File: src/rtl/sexpr_pkg.sv
// Shared types and helpers for the S-expression token emitter.
// Consumed by sexpr_emitter and sexpr_fold (fold is built only with SEXPR_CONST_FOLD_EN).
package sexpr_pkg;

    typedef enum logic [2:0] {
        TK_LPAR  = 3'd0,
        TK_RPAR  = 3'd1,
        TK_OP    = 3'd2,
        TK_CONST = 3'd3,
        TK_SIG   = 3'd4
    } tok_kind_e;

    typedef enum logic [1:0] {
        OP_AND  = 2'd0,
        OP_OR   = 2'd1,
        OP_XOR  = 2'd2,
        OP_RSVD = 2'd3
    } op_e;

    typedef enum logic [1:0] {
        OK_SIG   = 2'd0,
        OK_FALSE = 2'd1,
        OK_TRUE  = 2'd2,
        OK_X     = 2'd3
    } opnd_kind_e;

    typedef enum logic [1:0] {
        CV_FALSE = 2'd0,
        CV_TRUE  = 2'd1,
        CV_X     = 2'd2
    } const_val_e;

    // tok_val carried by OP tokens
    typedef enum logic [1:0] {
        OV_BUS = 2'd0,
        OV_AND = 2'd1,
        OV_OR  = 2'd2,
        OV_XOR = 2'd3
    } op_val_e;

    // FSM encoding kept as plain constants so legacy tools can read it
    localparam logic [3:0] ST_IDLE   = 4'd0;
    localparam logic [3:0] ST_BUS_L  = 4'd1;
    localparam logic [3:0] ST_BUS_OP = 4'd2;
    localparam logic [3:0] ST_G_L    = 4'd3;
    localparam logic [3:0] ST_G_OP   = 4'd4;
    localparam logic [3:0] ST_G_A    = 4'd5;
    localparam logic [3:0] ST_G_B    = 4'd6;
    localparam logic [3:0] ST_G_R    = 4'd7;
    localparam logic [3:0] ST_SINGLE = 4'd8;
    localparam logic [3:0] ST_BUS_R  = 4'd9;

    function automatic op_e op_norm(input logic [1:0] op);
        case (op)
            2'd1:    op_norm = OP_OR;
            2'd2:    op_norm = OP_XOR;
            default: op_norm = OP_AND;
        endcase
    endfunction

    function automatic logic [1:0] op_tok_val(input logic [1:0] op);
        case (op_norm(op))
            OP_OR:   op_tok_val = OV_OR;
            OP_XOR:  op_tok_val = OV_XOR;
            default: op_tok_val = OV_AND;
        endcase
    endfunction

    function automatic logic [1:0] opnd_const(input logic [1:0] kind);
        case (kind)
            OK_TRUE: opnd_const = CV_TRUE;
            OK_X:    opnd_const = CV_X;
            default: opnd_const = CV_FALSE;
        endcase
    endfunction

    function automatic logic [2:0] opnd_tok_kind(input logic [1:0] kind);
        case (kind)
            OK_SIG:  opnd_tok_kind = TK_SIG;
            default: opnd_tok_kind = TK_CONST;
        endcase
    endfunction

endpackage

File: src/rtl/sexpr_fold.sv
// Combinational constant-folding decision for one gate record.
// The module exists only when SEXPR_CONST_FOLD_EN is defined.
`ifdef SEXPR_CONST_FOLD_EN
module sexpr_fold
    import sexpr_pkg::*;
#(
    parameter int ID_W = 8
) (
    input  logic [1:0]      i_op,
    input  logic [1:0]      i_a_kind,
    input  logic [ID_W-1:0] i_a_id,
    input  logic [1:0]      i_b_kind,
    input  logic [ID_W-1:0] i_b_id,
    output logic            o_fold,
    output logic [2:0]      o_kind,
    output logic [ID_W-1:0] o_val
);

    logic       w_has_dom;
    logic [1:0] w_dom_kind;
    logic [1:0] w_ident_kind;

    // Dominating and identity constants of the (reserved-normalised) operator
    always_comb begin
        w_has_dom    = 1'b0;
        w_dom_kind   = OK_FALSE;
        w_ident_kind = OK_TRUE;
        case (op_norm(i_op))
            OP_AND: begin
                w_has_dom    = 1'b1;
                w_dom_kind   = OK_FALSE;
                w_ident_kind = OK_TRUE;
            end
            OP_OR: begin
                w_has_dom    = 1'b1;
                w_dom_kind   = OK_TRUE;
                w_ident_kind = OK_FALSE;
            end
            OP_XOR: begin
                w_has_dom    = 1'b0;
                w_dom_kind   = OK_FALSE;
                w_ident_kind = OK_FALSE;
            end
            default: begin
                w_has_dom    = 1'b1;
                w_dom_kind   = OK_FALSE;
                w_ident_kind = OK_TRUE;
            end
        endcase
    end

    // Domination wins over identity; X is never a folding constant itself
    always_comb begin
        o_fold = 1'b0;
        o_kind = TK_LPAR;
        o_val  = '0;
        if (w_has_dom && ((i_a_kind == w_dom_kind) || (i_b_kind == w_dom_kind))) begin
            o_fold = 1'b1;
            o_kind = TK_CONST;
            o_val  = ID_W'(opnd_const(w_dom_kind));
        end else if (i_a_kind == w_ident_kind) begin
            o_fold = 1'b1;
            o_kind = opnd_tok_kind(i_b_kind);
            o_val  = (i_b_kind == OK_SIG) ? i_b_id : ID_W'(opnd_const(i_b_kind));
        end else if (i_b_kind == w_ident_kind) begin
            o_fold = 1'b1;
            o_kind = opnd_tok_kind(i_a_kind);
            o_val  = (i_a_kind == OK_SIG) ? i_a_id : ID_W'(opnd_const(i_a_kind));
        end else begin
            o_fold = 1'b0;
            o_kind = TK_LPAR;
            o_val  = '0;
        end
    end

endmodule
`endif

File: src/rtl/sexpr_emitter.sv
// Serialises gate records into a (BUS (OP A B) ...) token stream, one token per handshake.
// Optional constant folding is enabled with SEXPR_CONST_FOLD_EN.
module sexpr_emitter
    import sexpr_pkg::*;
#(
    parameter int ID_W = 8
) (
    input  logic            clk,
    input  logic            rst_n,
    input  logic            i_in_valid,
    output logic            o_in_ready,
    input  logic [1:0]      i_in_op,
    input  logic [1:0]      i_in_a_kind,
    input  logic [1:0]      i_in_b_kind,
    input  logic [ID_W-1:0] i_in_a_id,
    input  logic [ID_W-1:0] i_in_b_id,
    input  logic            i_in_last,
    output logic            o_tok_valid,
    input  logic            i_tok_ready,
    output logic [2:0]      o_tok_kind,
    output logic [ID_W-1:0] o_tok_val
);

    logic [3:0]      r_state;
    logic            r_frame_open;
    logic            r_in_ready;
    logic            r_tok_valid;
    logic [2:0]      r_tok_kind;
    logic [ID_W-1:0] r_tok_val;

    logic [1:0]      r_op;
    logic [1:0]      r_a_kind;
    logic [1:0]      r_b_kind;
    logic [ID_W-1:0] r_a_id;
    logic [ID_W-1:0] r_b_id;
    logic            r_last;
    logic            r_fold;
    logic [2:0]      r_fold_kind;
    logic [ID_W-1:0] r_fold_val;

    logic            w_accept;
    logic            w_hs;
    logic [3:0]      w_next;
    logic            w_fold;
    logic [2:0]      w_fold_kind;
    logic [ID_W-1:0] w_fold_val;

    logic [1:0]      w_nx_op;
    logic [1:0]      w_nx_a_kind;
    logic [1:0]      w_nx_b_kind;
    logic [ID_W-1:0] w_nx_a_id;
    logic [ID_W-1:0] w_nx_b_id;
    logic [2:0]      w_nx_fold_kind;
    logic [ID_W-1:0] w_nx_fold_val;
    logic [2:0]      w_tk_kind;
    logic [ID_W-1:0] w_tk_val;

    function automatic logic [ID_W-1:0] opnd_val(input logic [1:0] kind, input logic [ID_W-1:0] id);
        if (kind == OK_SIG) begin
            opnd_val = id;
        end else begin
            opnd_val = ID_W'(opnd_const(kind));
        end
    endfunction

    assign w_accept = i_in_valid && r_in_ready;
    assign w_hs     = r_tok_valid && i_tok_ready;

`ifdef SEXPR_CONST_FOLD_EN
    sexpr_fold #(
        .ID_W (ID_W)
    ) u_fold (
        .i_op     (i_in_op),
        .i_a_kind (i_in_a_kind),
        .i_a_id   (i_in_a_id),
        .i_b_kind (i_in_b_kind),
        .i_b_id   (i_in_b_id),
        .o_fold   (w_fold),
        .o_kind   (w_fold_kind),
        .o_val    (w_fold_val)
    );
`else
    assign w_fold      = 1'b0;
    assign w_fold_kind = 3'd0;
    assign w_fold_val  = '0;
`endif

    // Next state: IDLE waits for a record, every other state waits for a token handshake
    always_comb begin
        w_next = r_state;
        case (r_state)
            ST_IDLE: begin
                if (w_accept) begin
                    w_next = !r_frame_open ? ST_BUS_L : (w_fold ? ST_SINGLE : ST_G_L);
                end else begin
                    w_next = ST_IDLE;
                end
            end
            ST_BUS_L:  w_next = w_hs ? ST_BUS_OP : ST_BUS_L;
            ST_BUS_OP: w_next = w_hs ? (r_fold ? ST_SINGLE : ST_G_L) : ST_BUS_OP;
            ST_G_L:    w_next = w_hs ? ST_G_OP : ST_G_L;
            ST_G_OP:   w_next = w_hs ? ST_G_A : ST_G_OP;
            ST_G_A:    w_next = w_hs ? ST_G_B : ST_G_A;
            ST_G_B:    w_next = w_hs ? ST_G_R : ST_G_B;
            ST_G_R,
            ST_SINGLE: w_next = w_hs ? (r_last ? ST_BUS_R : ST_IDLE) : r_state;
            ST_BUS_R:  w_next = w_hs ? ST_IDLE : ST_BUS_R;
            default:   w_next = ST_IDLE;
        endcase
    end

    // Record fields as they will be after this edge, so the token can be registered
    always_comb begin
        if (w_accept) begin
            w_nx_op        = i_in_op;
            w_nx_a_kind    = i_in_a_kind;
            w_nx_b_kind    = i_in_b_kind;
            w_nx_a_id      = i_in_a_id;
            w_nx_b_id      = i_in_b_id;
            w_nx_fold_kind = w_fold_kind;
            w_nx_fold_val  = w_fold_val;
        end else begin
            w_nx_op        = r_op;
            w_nx_a_kind    = r_a_kind;
            w_nx_b_kind    = r_b_kind;
            w_nx_a_id      = r_a_id;
            w_nx_b_id      = r_b_id;
            w_nx_fold_kind = r_fold_kind;
            w_nx_fold_val  = r_fold_val;
        end
    end

    // Token presented in the next state; IDLE drives zeros
    always_comb begin
        w_tk_kind = TK_LPAR;
        w_tk_val  = '0;
        case (w_next)
            ST_BUS_L, ST_G_L: begin
                w_tk_kind = TK_LPAR;
                w_tk_val  = '0;
            end
            ST_BUS_OP: begin
                w_tk_kind = TK_OP;
                w_tk_val  = ID_W'(OV_BUS);
            end
            ST_G_OP: begin
                w_tk_kind = TK_OP;
                w_tk_val  = ID_W'(op_tok_val(w_nx_op));
            end
            ST_G_A: begin
                w_tk_kind = opnd_tok_kind(w_nx_a_kind);
                w_tk_val  = opnd_val(w_nx_a_kind, w_nx_a_id);
            end
            ST_G_B: begin
                w_tk_kind = opnd_tok_kind(w_nx_b_kind);
                w_tk_val  = opnd_val(w_nx_b_kind, w_nx_b_id);
            end
            ST_G_R, ST_BUS_R: begin
                w_tk_kind = TK_RPAR;
                w_tk_val  = '0;
            end
            ST_SINGLE: begin
                w_tk_kind = w_nx_fold_kind;
                w_tk_val  = w_nx_fold_val;
            end
            default: begin
                w_tk_kind = TK_LPAR;
                w_tk_val  = '0;
            end
        endcase
    end

    // Control state and registered output token
    always_ff @(posedge clk or negedge rst_n) begin
        if (!rst_n) begin
            r_state      <= ST_IDLE;
            r_frame_open <= 1'b0;
            r_in_ready   <= 1'b0;
            r_tok_valid  <= 1'b0;
            r_tok_kind   <= 3'd0;
            r_tok_val    <= '0;
        end else begin
            r_state     <= w_next;
            r_in_ready  <= (w_next == ST_IDLE);
            r_tok_valid <= (w_next != ST_IDLE);
            r_tok_kind  <= w_tk_kind;
            r_tok_val   <= w_tk_val;
            if (w_hs && (r_state == ST_BUS_OP)) begin
                r_frame_open <= 1'b1;
            end else if (w_hs && (r_state == ST_BUS_R)) begin
                r_frame_open <= 1'b0;
            end else begin
                r_frame_open <= r_frame_open;
            end
        end
    end

    // Accepted record is captured whole and held until the next acceptance
    always_ff @(posedge clk or negedge rst_n) begin
        if (!rst_n) begin
            r_op        <= 2'd0;
            r_a_kind    <= 2'd0;
            r_b_kind    <= 2'd0;
            r_a_id      <= '0;
            r_b_id      <= '0;
            r_last      <= 1'b0;
            r_fold      <= 1'b0;
            r_fold_kind <= 3'd0;
            r_fold_val  <= '0;
        end else if (w_accept) begin
            r_op        <= i_in_op;
            r_a_kind    <= i_in_a_kind;
            r_b_kind    <= i_in_b_kind;
            r_a_id      <= i_in_a_id;
            r_b_id      <= i_in_b_id;
            r_last      <= i_in_last;
            r_fold      <= w_fold;
            r_fold_kind <= w_fold_kind;
            r_fold_val  <= w_fold_val;
        end else begin
            r_op        <= r_op;
            r_a_kind    <= r_a_kind;
            r_b_kind    <= r_b_kind;
            r_a_id      <= r_a_id;
            r_b_id      <= r_b_id;
            r_last      <= r_last;
            r_fold      <= r_fold;
            r_fold_kind <= r_fold_kind;
            r_fold_val  <= r_fold_val;
        end
    end

    assign o_in_ready  = r_in_ready;
    assign o_tok_valid = r_tok_valid;
    assign o_tok_kind  = r_tok_kind;
    assign o_tok_val   = r_tok_val;

endmodule

File: config.mk
export PLATFORM = sky130hd
export DESIGN_NAME = sexpr_emitter
export DESIGN_NICKNAME = d
export VERILOG_FILES = /design/src/rtl/sexpr_pkg.sv /design/src/rtl/sexpr_fold.sv /design/src/rtl/sexpr_emitter.sv
export SDC_FILE = /design/constraint.sdc
export NUM_CORES = 1
export LEC_CHECK = 0
export ABC_AREA = 1
export CAP_MARGIN = 30
export CORE_MARGIN = 4
export CORE_UTILIZATION = 60
export CTS_CLUSTER_SIZE = 25
export DETAILED_ROUTE_END_ITERATION = 8
export DONT_BUFFER_PORTS = 1
export PLACE_DENSITY = 0.76
export SYNTH_ARGS = -nofsm -noshare
export SYNTH_HDL_FRONTEND = slang
export SYNTH_SLANG_ARGS = --single-unit
File: constraint.sdc
create_clock -name clk -period 1.86 [get_ports clk]
set_input_delay 0.465 -clock clk [delete_from_list [all_inputs] [get_ports clk]]
set_output_delay 0.465 -clock clk [all_outputs]
set_load 0.02 [all_outputs]
# After elaboration in Yosys (flattened, before gate mapping)
# Index checks and enable logic that the tools add are counted.
[totals] mem_bits_rw=0 memories=0 register_bits=52 rom_bits=0 latch_bits=0 word_cells=83
[op_classes] bitwise_logic=0 n_eq_ne=24 n_mux=32 reduce_logical=13 n_shift=0 n_addsub=0 magnitude_cmp=0 multipliers=0 n_div=0
[op_table] operator="2-to-1 mux 8 bit" count=5
[op_table] operator="case mux 4 bit (9 select lines)" count=1
[op_table] operator="== test 4 x 3 -> 1 bit, second input constant" count=8
[op_table] operator="case mux 8 bit (4 select lines)" count=1
[op_table] operator="== test 4 bit, second input constant" count=4
[op_table] operator="2-to-1 mux 2 bit" count=8
[op_table] operator="case mux 2 bit (2 select lines)" count=4
[op_table] operator="case mux 3 bit (5 select lines)" count=1
[op_table] operator="== test 2 bit, second input constant" count=6
[op_table] operator="== test 4 x 2 -> 1 bit, second input constant" count=3
[op_table] operator="2-to-1 mux 3 bit" count=4
[op_table] operator="2-to-1 mux 4 bit" count=3
[op_table] operator="logical NOT 4 bit" count=2
[op_table] operator="OR reduction 2 bit" count=3
[op_table] operator="2-to-1 mux 1 bit" count=5
[op_table] operator="== test 2 x 1 -> 1 bit, second input constant" count=2
[op_table] operator="== test 4 x 1 -> 1 bit, second input constant" count=1
[op_table] operator="logical AND 1 bit" count=4
[op_table] operator="logical NOT 2 bit" count=2
[op_table] operator="nonzero test 4 bit" count=1
[op_table] operator="nonzero test 2 bit" count=1

# Depth between registers and ports, before layout
# Gate-level depths: netlist of run 1.
[depth] word_depth=8 mapped_depth=13

# Worst setup path before layout of run 1
# OpenSTA, ideal clock, no wires.
[synth_timing] path_kind="register to register" start="reg r_in_ready (netlist: o_in_ready)" end="reg r_tok_val[1] (netlist: o_tok_val[1])" required_time_ns=1.795 period_less_slack_ns=1.864 path_slack_ns=-0.004 n_path_buf=2 path_stages_with_launch=13 setup_ns=0.065 arrival_time_ns=1.799 path_cell_list="dfrtp_1 -> nand2_1 -> inv_1 -> clkbuf_1 -> clkbuf_1 -> nand2_1 -> nand2_1 -> ha_1 -> inv_1 -> nand4_1 -> nand2_1 -> inv_1 -> nand2_1"
[synth_via] elab_chain_len=8 elab_cells_between_ends=31 classes_between="12 x eq/ne; 16 x mux; 3 x reduce/logical"
[synth_rtl] item="start, declared" line_no="sexpr_emitter.sv:26" rtl="logic r_in_ready;"
[synth_rtl] item="start signal, assigned" line_no="sexpr_emitter.sv:184" rtl="r_in_ready <= (w_next == ST_IDLE);"
[synth_rtl] item="logical AND 1 bit *" line_no="sexpr_emitter.sv:66" rtl="assign w_accept = i_in_valid && r_in_ready;"
[synth_rtl] item="2-to-1 mux 2 bit *"
[synth_rtl] item="net w_nx_op[0]" line_no="sexpr_emitter.sv:48" rtl="logic [1:0] w_nx_op;"
[synth_rtl] item="== test 2 bit / == test 2 x 1 -> 1 bit (equally long branches)" line_no="sexpr_pkg.sv:54" rtl="case (op)"
[synth_rtl] item="case mux 2 bit (2 select lines) *" line_no="sexpr_pkg.sv:54"
[synth_rtl] item="2-to-1 mux 2 bit *" line_no="sexpr_emitter.sv:137" rtl="case (w_next)"
[synth_rtl] item="== test 2 bit / == test 2 x 1 -> 1 bit (equally long branches)" line_no="sexpr_pkg.sv:62" rtl="case (op_norm(op))"
[synth_rtl] item="case mux 2 bit (2 select lines) *" line_no="sexpr_pkg.sv:62"
[synth_rtl] item="case mux 8 bit (4 select lines) *" line_no="sexpr_emitter.sv:137"
[synth_rtl] item="net w_tk_val[1]" line_no="sexpr_emitter.sv:56" rtl="logic [ID_W-1:0] w_tk_val;"
[synth_rtl] item="end signal, assigned" line_no="sexpr_emitter.sv:187" rtl="r_tok_val <= w_tk_val;"
[synth_rtl] item="end, declared" line_no="sexpr_emitter.sv:29" rtl="logic [ID_W-1:0] r_tok_val;"
# The timed path passes the listed nets; every way through them passes the cells marked *. The select of a mux whose other input is x is not followed.
# A chain may end at the register's enable or synchronous reset.

# Final worst setup path of run 1
[layout_timing] start="reg r_in_ready (netlist: o_in_ready)" end="reg r_tok_kind[2] (netlist: o_tok_kind[2])"
[layout_via] elab_chain_len=6 elab_cells_between_ends=20 classes_between="7 x eq/ne; 8 x mux; 5 x reduce/logical"
[layout_rtl] item="logical AND 1 bit *" line_no="sexpr_emitter.sv:66"
[layout_rtl] item="2-to-1 mux 2 bit" line_no="sexpr_emitter.sv:93" rtl="if (w_accept) begin"
[layout_rtl] item="case mux 4 bit (9 select lines)" line_no="sexpr_emitter.sv:91" rtl="case (r_state)"
[layout_rtl] item="== test 4 x 3 -> 1 bit (tied with other cells)" line_no="sexpr_emitter.sv:137"
[layout_rtl] item="OR reduction 2 bit, on equally long branches"
[layout_rtl] item="case mux 3 bit (5 select lines) *" line_no="sexpr_emitter.sv:137"
[layout_rtl] item="net w_tk_kind[2]" line_no="sexpr_emitter.sv:55" rtl="logic [2:0] w_tk_kind;"
[layout_rtl] item="end signal, assigned" line_no="sexpr_emitter.sv:186" rtl="r_tok_kind <= w_tk_kind;"
[layout_rtl] item="end, declared" line_no="sexpr_emitter.sv:28" rtl="logic [2:0] r_tok_kind;"
# The timed path passes the listed nets; every way through them passes the cells marked *.

==> impl_metrics.env, run 1 <==
export IMPL_status="finished, final reports clean"
export IMPL_holdWs_ns=0.2858
export IMPL_post_dp_hpwl_um=3727
export IMPL_synth_cell_types=22
export IMPL_core_area_um2=4058
export IMPL_gp_congestion=0.8642
export IMPL_num_rows=23
export IMPL_viasPerCell=5.290
export IMPL_slew_headroom_pct=75.56
export IMPL_drt_wl_total_um=5388
export IMPL_clk_pin_slew_worst_paths_ns=0.10
export IMPL_tritoncts="yes"
export IMPL_worst_slack_ns=0.1204
export IMPL_ys_flop_type="dfrtp_1"
export IMPL_grt_overflow_total=0
export IMPL_min_period_over_period_pct=93.52
export IMPL_drtIter0Drc=194
export IMPL_path_class="reg -> reg"
export IMPL_cp_max_fo=7
export IMPL_yosysSeqAreaShare_pct=51.23
export IMPL_nNetsFinal=367
export IMPL_netlist_instances=324
export IMPL_dp_cells=376
export IMPL_portBuffers=0
export IMPL_synth_async_reset_ratio_pct=100.0
export IMPL_layout_commonest_cell="nand2_1"
export IMPL_clkSinkCount=52
export IMPL_synthToLayoutAreaGrowth_pct=13.15
export IMPL_drv_slew=0
export IMPL_cts_root_to_sink_buffers=2
export IMPL_p_leak_uw=0.001508
export IMPL_drive_gt1_share_pct=19.41
export IMPL_ys_seq_elements=52
export IMPL_powerDensity_nw_per_um2=1619
export IMPL_fmax_mhz=574.9
export IMPL_grtUsageTotal_pct=22.14
export IMPL_wire_per_inst_um=13.82
export IMPL_fp_dieH_um=73.07
export IMPL_dpl_instance_area_um2=2655
export IMPL_ctsRootBufferMaster="clkbuf_8"
export IMPL_cts_buffers=5
export IMPL_irDropWorstVdd_uv=758.3
export IMPL_grt_max_degree=53
export IMPL_drv_cap=0
export IMPL_yosys_warnings=0
export IMPL_hp_class="in -> reg"
export IMPL_grt_pass1_wl_um=8935
export IMPL_firstDrtPassIters=4
export IMPL_layout_min_cycle_time_ns=1.740
export IMPL_grt_pass1_vias=1955
export IMPL_finalSetupTns_ns=0
export IMPL_synth_edf_count=0
export IMPL_final_cell_mix="nand2_1, dfrtp_1, inv_1, nor2_1, nand3_1"
export IMPL_drcViolationCount=0
export IMPL_synth_area_um2=2540
export IMPL_setup_viol_count_final=0
export IMPL_vias=2063
export IMPL_antenna_diode_count=0
export IMPL_postRouteAntennaNets=0
export IMPL_fin_cells=390
export IMPL_timing_final_hold_violations=0
export IMPL_crit_arrival_ns=1.99
export IMPL_cp_data_required_time_ns=2.11
export IMPL_die_w_um=73.07
export IMPL_place_ws_ns=0.02989
export IMPL_io_pins=40
export IMPL_worst_pin_slew_ns=0.3662
export IMPL_start_kind="flop"
export IMPL_design_area_um2=2874
export IMPL_start_util_pct=62.60
export IMPL_clock_latency_ns=0.31
export IMPL_antenna_found_initial=0
export IMPL_final_setup_skew_ns=0.008293
export IMPL_critPathCaptureType="flop"
export IMPL_die_area_um2=5338
export IMPL_htree_levels=2
export IMPL_syn_num_nets=352
export IMPL_rsz0062_at_grt="true"
export IMPL_syn_area_per_cell_um2=7.839
==> metal layers <==
metal  up-vias  GRT usage (%)  routed length [um]
met5         -              0                   0
met4         0          9.016                 111
met3         8          5.372                 294
met2        62          34.96                2649
met1       967          29.24                2333
li1       1026              -                   -
==> synthesized netlist by cell type (2+ instances only) <==
| cell | n | area (um2) |
|---|---|---|
| nand4_1 | 11 | 68.82 |
| nand2_2 | 2 | 12.51 |
| nor2_1 | 39 | 146.4 |
| buf_2 | 4 | 20.02 |
| clkbuf_1 | 5 | 18.77 |
| dfrtp_1 | 52 | 1301 |
| nor2_4 | 3 | 33.78 |
| o21ai_0 | 20 | 100.1 |
| nand3_1 | 29 | 145.1 |
| inv_1 | 51 | 191.4 |
| nand2_1 | 79 | 296.5 |
| inv_2 | 4 | 15.01 |
| or2_2 | 13 | 81.33 |
| nor2_2 | 4 | 25.02 |
==> cells by family after synthesis <==
family,count (synthesis),synth area share [%]
AO/OA/AOI/OAI,23,4.827
buffers and inverters,65,10.10
adder cells (fa/ha/maj),1,0.4925
flip-flops,52,51.23
AND/OR/NAND/NOR,183,33.35
==> path summary, 6_finish.rpt <==
check | cells after the start | start | end | slack (ns)
hold / removal | 2 | i_in_op[1] | r_op[1] | 0.29
setup / recovery | 11 | o_in_ready | o_tok_kind[2] | 0.12
hold reg to reg | 2 | r_fold_kind[0] | r_fold_kind[0] | 0.48
setup reg to reg | 11 | o_in_ready | o_tok_kind[2] | 0.12
min in group asynchronous | 2 | rst_n | r_frame_open | 0.67
max in group asynchronous | 2 | rst_n | r_state[2] | 0.95
==> layout make-up <==
class | count | area (um2)
multi-input combinational | 207 | 1018
fill | 321 | 1184
tap | 50 | 62.56
clock buffer | 5 | 68.82
timing repair buffer | 18 | 187.7
clock inverter | 3 | 23.77
sequential | 52 | 1303
inverter | 55 | 210.2
==> what timing repair did <==
| item | in CTS | in global routing |
|---|---|---|
| buffers inserted | 0 | 3 |
| endpoints found under the setup margin | 0 | 11 |
| resized for setup | 0 | 14 |
| endpoints found under the hold margin | 52 | 9 |
| hold buffers | 1 | 1 |
==> power by group <==
group / switching, uW / internal (uW) / total, uW
Clock: 385 / 267 / 652
Combinational: 1440 / 812 / 2250
Sequential: 243 / 1510 / 1750
Total: 2060 / 2590 / 4650
==> through the flow <==
step	total power [uW]	util, %
after floorplan	3338	-
after global placement	3776	65.43
after CTS	4500	68.39
final	4653	70.83
after detailed placement	3817	65.43
after global routing	5058	70.83
==> critical path, stage by stage, from the launching register on <==
cell and delay (ns):
dfrtp_1 0.42, nand2_4 0.11, clkinvlp_4 0.17, nand3_2 0.10, nand2_1 0.06, inv_1 0.06
nand2_2 0.06, nor2_4 0.21, nand2_2 0.09, nor2_4 0.21, nand2_1 0.09, nand3_1 0.09
==> flip-flops by register name (all words and copies together) (netlist names), 3 cells and up <==
register and count:
r_a_id 8, r_fold_kind 3, r_state 4, o_tok_val 8
r_b_id 8, r_fold_val 8, o_tok_kind 3
(Power assumes the default switching activity.)
==> run 2, diff against run 1 <==
CORE_MARGIN = 10   (was 4)
==> run 2 against run 1 <==
The run now ends with negative hold slack left. Clock skew fell by 0.0018 ns. Critical path depth fell by 1. Sequential power barely moved. Final cell count fell by 1.0%. Flip-flop and latch count did not move. Largest cell class unchanged.
==> impl_metrics.env, run 2 (synthesized netlist as in run 1, its figures left out) <==
export IMPL_min_period_over_period_pct=92.20
export IMPL_cp_slowest_cell="dfrtp_2"
export IMPL_io_pins=40
export IMPL_timing_final_hold_violations=7
export IMPL_final_setup_skew_ns=0.006525
export IMPL_holdWs_ns=-0.009194
export IMPL_dp_cells=375
export IMPL_hp_class="in -> async"
export IMPL_clkSinkCount=52
export IMPL_setup_viol_count_final=0
export IMPL_irDropWorstVdd_uv=736.3
export IMPL_die_w_um=85.07
export IMPL_start_kind="flop"
export IMPL_total_power_uw=4984
export IMPL_wire_per_inst_um=14.57
export IMPL_firstDrtPassIters=4
export IMPL_fin_cells=386
export IMPL_layout_commonest_cell="nand2_1"
export IMPL_crit_buf_inv=2
export IMPL_fmax_mhz=583.1
export IMPL_clock_latency_ns=0.30
export IMPL_nNetsFinal=362
export IMPL_vias=2005
export IMPL_slew_headroom_pct=74.44
export IMPL_crit_path_frequent_cell="nand2_1"
export IMPL_drtIter0Drc=103
export IMPL_cts_root_to_sink_buffers=2
export IMPL_grtUsageTotal_pct=15.61
export IMPL_rsz0062_at_grt="true"
export IMPL_path_class="reg -> reg"
export IMPL_clk_pin_slew_worst_paths_ns=0.09
export IMPL_cp_depth=10
export IMPL_htree_levels=2
export IMPL_cp_data_required_time_ns=2.09
export IMPL_status="finished, violations left"
export IMPL_ctsRootBufferMaster="clkbuf_8"
export IMPL_drt_wl_total_um=5624
export IMPL_viasPerCell=5.194
export IMPL_utilization_pct=70.71
export IMPL_tritoncts="yes"
export IMPL_worst_pin_slew_ns=0.3829
export IMPL_p_leak_uw=0.001509
export IMPL_n_fill_cell=326
export IMPL_grt_pass1_vias=1924
export IMPL_path_cells="nor2_4 > nand3_1 > nand2_1 > inv_1 > nand2_1 > nor2_4 > buf_4 > nor3_4 > nand2_1 > nand3_1"
export IMPL_violations="negative hold slack"
export IMPL_drv_slew=0
export IMPL_layout_min_cycle_time_ns=1.715
export IMPL_powerDensity_nw_per_um2=1737
export IMPL_postRouteAntennaNets=0
export IMPL_core_area_um2=4058
export IMPL_die_area_um2=7236
export IMPL_start_util_pct=62.60
export IMPL_grt_max_degree=53
export IMPL_final_cell_mix="nand2_1, inv_1, dfrtp_1, nor2_1, nand3_1"
export IMPL_design_area_um2=2869
export IMPL_drcViolationCount=0
export IMPL_fp_dieH_um=85.07
export IMPL_grt_pass1_wl_um=9177
export IMPL_finalSetupTns_ns=0
export IMPL_max_stage_delay_ns=0.47
export IMPL_drive_gt1_share_pct=17.91
export IMPL_r2r_cells=10
export IMPL_dpl_instance_area_um2=2648
export IMPL_crit_arrival_ns=1.95
export IMPL_crit_family="simple AND/OR/NAND/NOR gates"
export IMPL_num_rows=23
export IMPL_critPathCaptureType="flop"
export IMPL_cts_buffers=5
export IMPL_grt_overflow_total=0
export IMPL_portBuffers=0
export IMPL_synthToLayoutAreaGrowth_pct=12.96
export IMPL_cp_max_fo=7
export IMPL_post_dp_hpwl_um=4047
export IMPL_antenna_found_initial=0
export IMPL_gp_congestion=0.8838
export IMPL_drv_cap=0
-- run 2: cell count changes in the layout (fill, tap and decap cells not counted), moves of 2 or more --
cell,before,now
clkinvlp_4,3,0
nand2_2,6,4
dfrtp_2,1,4
nand2_1,74,77
dfrtp_1,51,48
bufinv_16,0,3
buf_4,14,11
-- run 2: final cells by class --
cell class,instances,area (um2),share of cell area [%]
Sequential cell,52,1306,45.53
Clock inverter,3,90.09,3.140
Clock buffer,5,68.82,2.399
Multi-Input combinational cell,207,1002,34.93
Inverter,55,206.4,7.196
Antenna cell,1,2.502,0.08722
Timing Repair Buffer,13,130.1,4.536
Tap cell,50,62.56,2.181
-- run 2: through the flow --
| step | hold slack, ns | setup WS, ns |
|---|---|---|
| finish | -0.009194 | 0.1451 |
| global route | 0.006155 | -0.02432 |
| CTS | 0.01217 | 0.08420 |
| detailed placement | 0.1711 | 0.06694 |
| global placement | 0.1713 | 0.1003 |
| floorplan | 0.1694 | 0.08370 |
-- run 2: path summary, 6_finish.rpt --
check                      slack, ns           start             end
setup reg to reg                0.15      r_state[2]    o_tok_val[2]
min in group clk                0.29       i_in_last          r_last
setup / recovery                0.15      r_state[2]    o_tok_val[2]
max in group asynchronous       1.60           rst_n      r_state[3]
hold reg to reg                 0.48  r_fold_kind[1]  r_fold_kind[1]
hold / removal                -0.009           rst_n    r_frame_open
-- run 2: power breakdown --
group	internal, uW	switching (uW)
combinational	761	1410
clock	672	366
sequential	1520	260
total	2950	2040
-- run 2: what timing repair did --
item / 4_1_cts / 5_1_grt
resized for setup: 0 / 11
endpoints found under the hold margin: 52 / 0
endpoints found under the setup margin: 0 / 8
hold buffers: 1 / 0
buffers inserted: 0 / 1
-- run 2: layer usage --
metal	GRT usage [%]	routed length (um)	share of wire (%)
met2	26.70	2914	52
met3	4.876	318	5.7
met5	0	0	0
met4	4.940	80	1.4
met1	18.11	2311	41
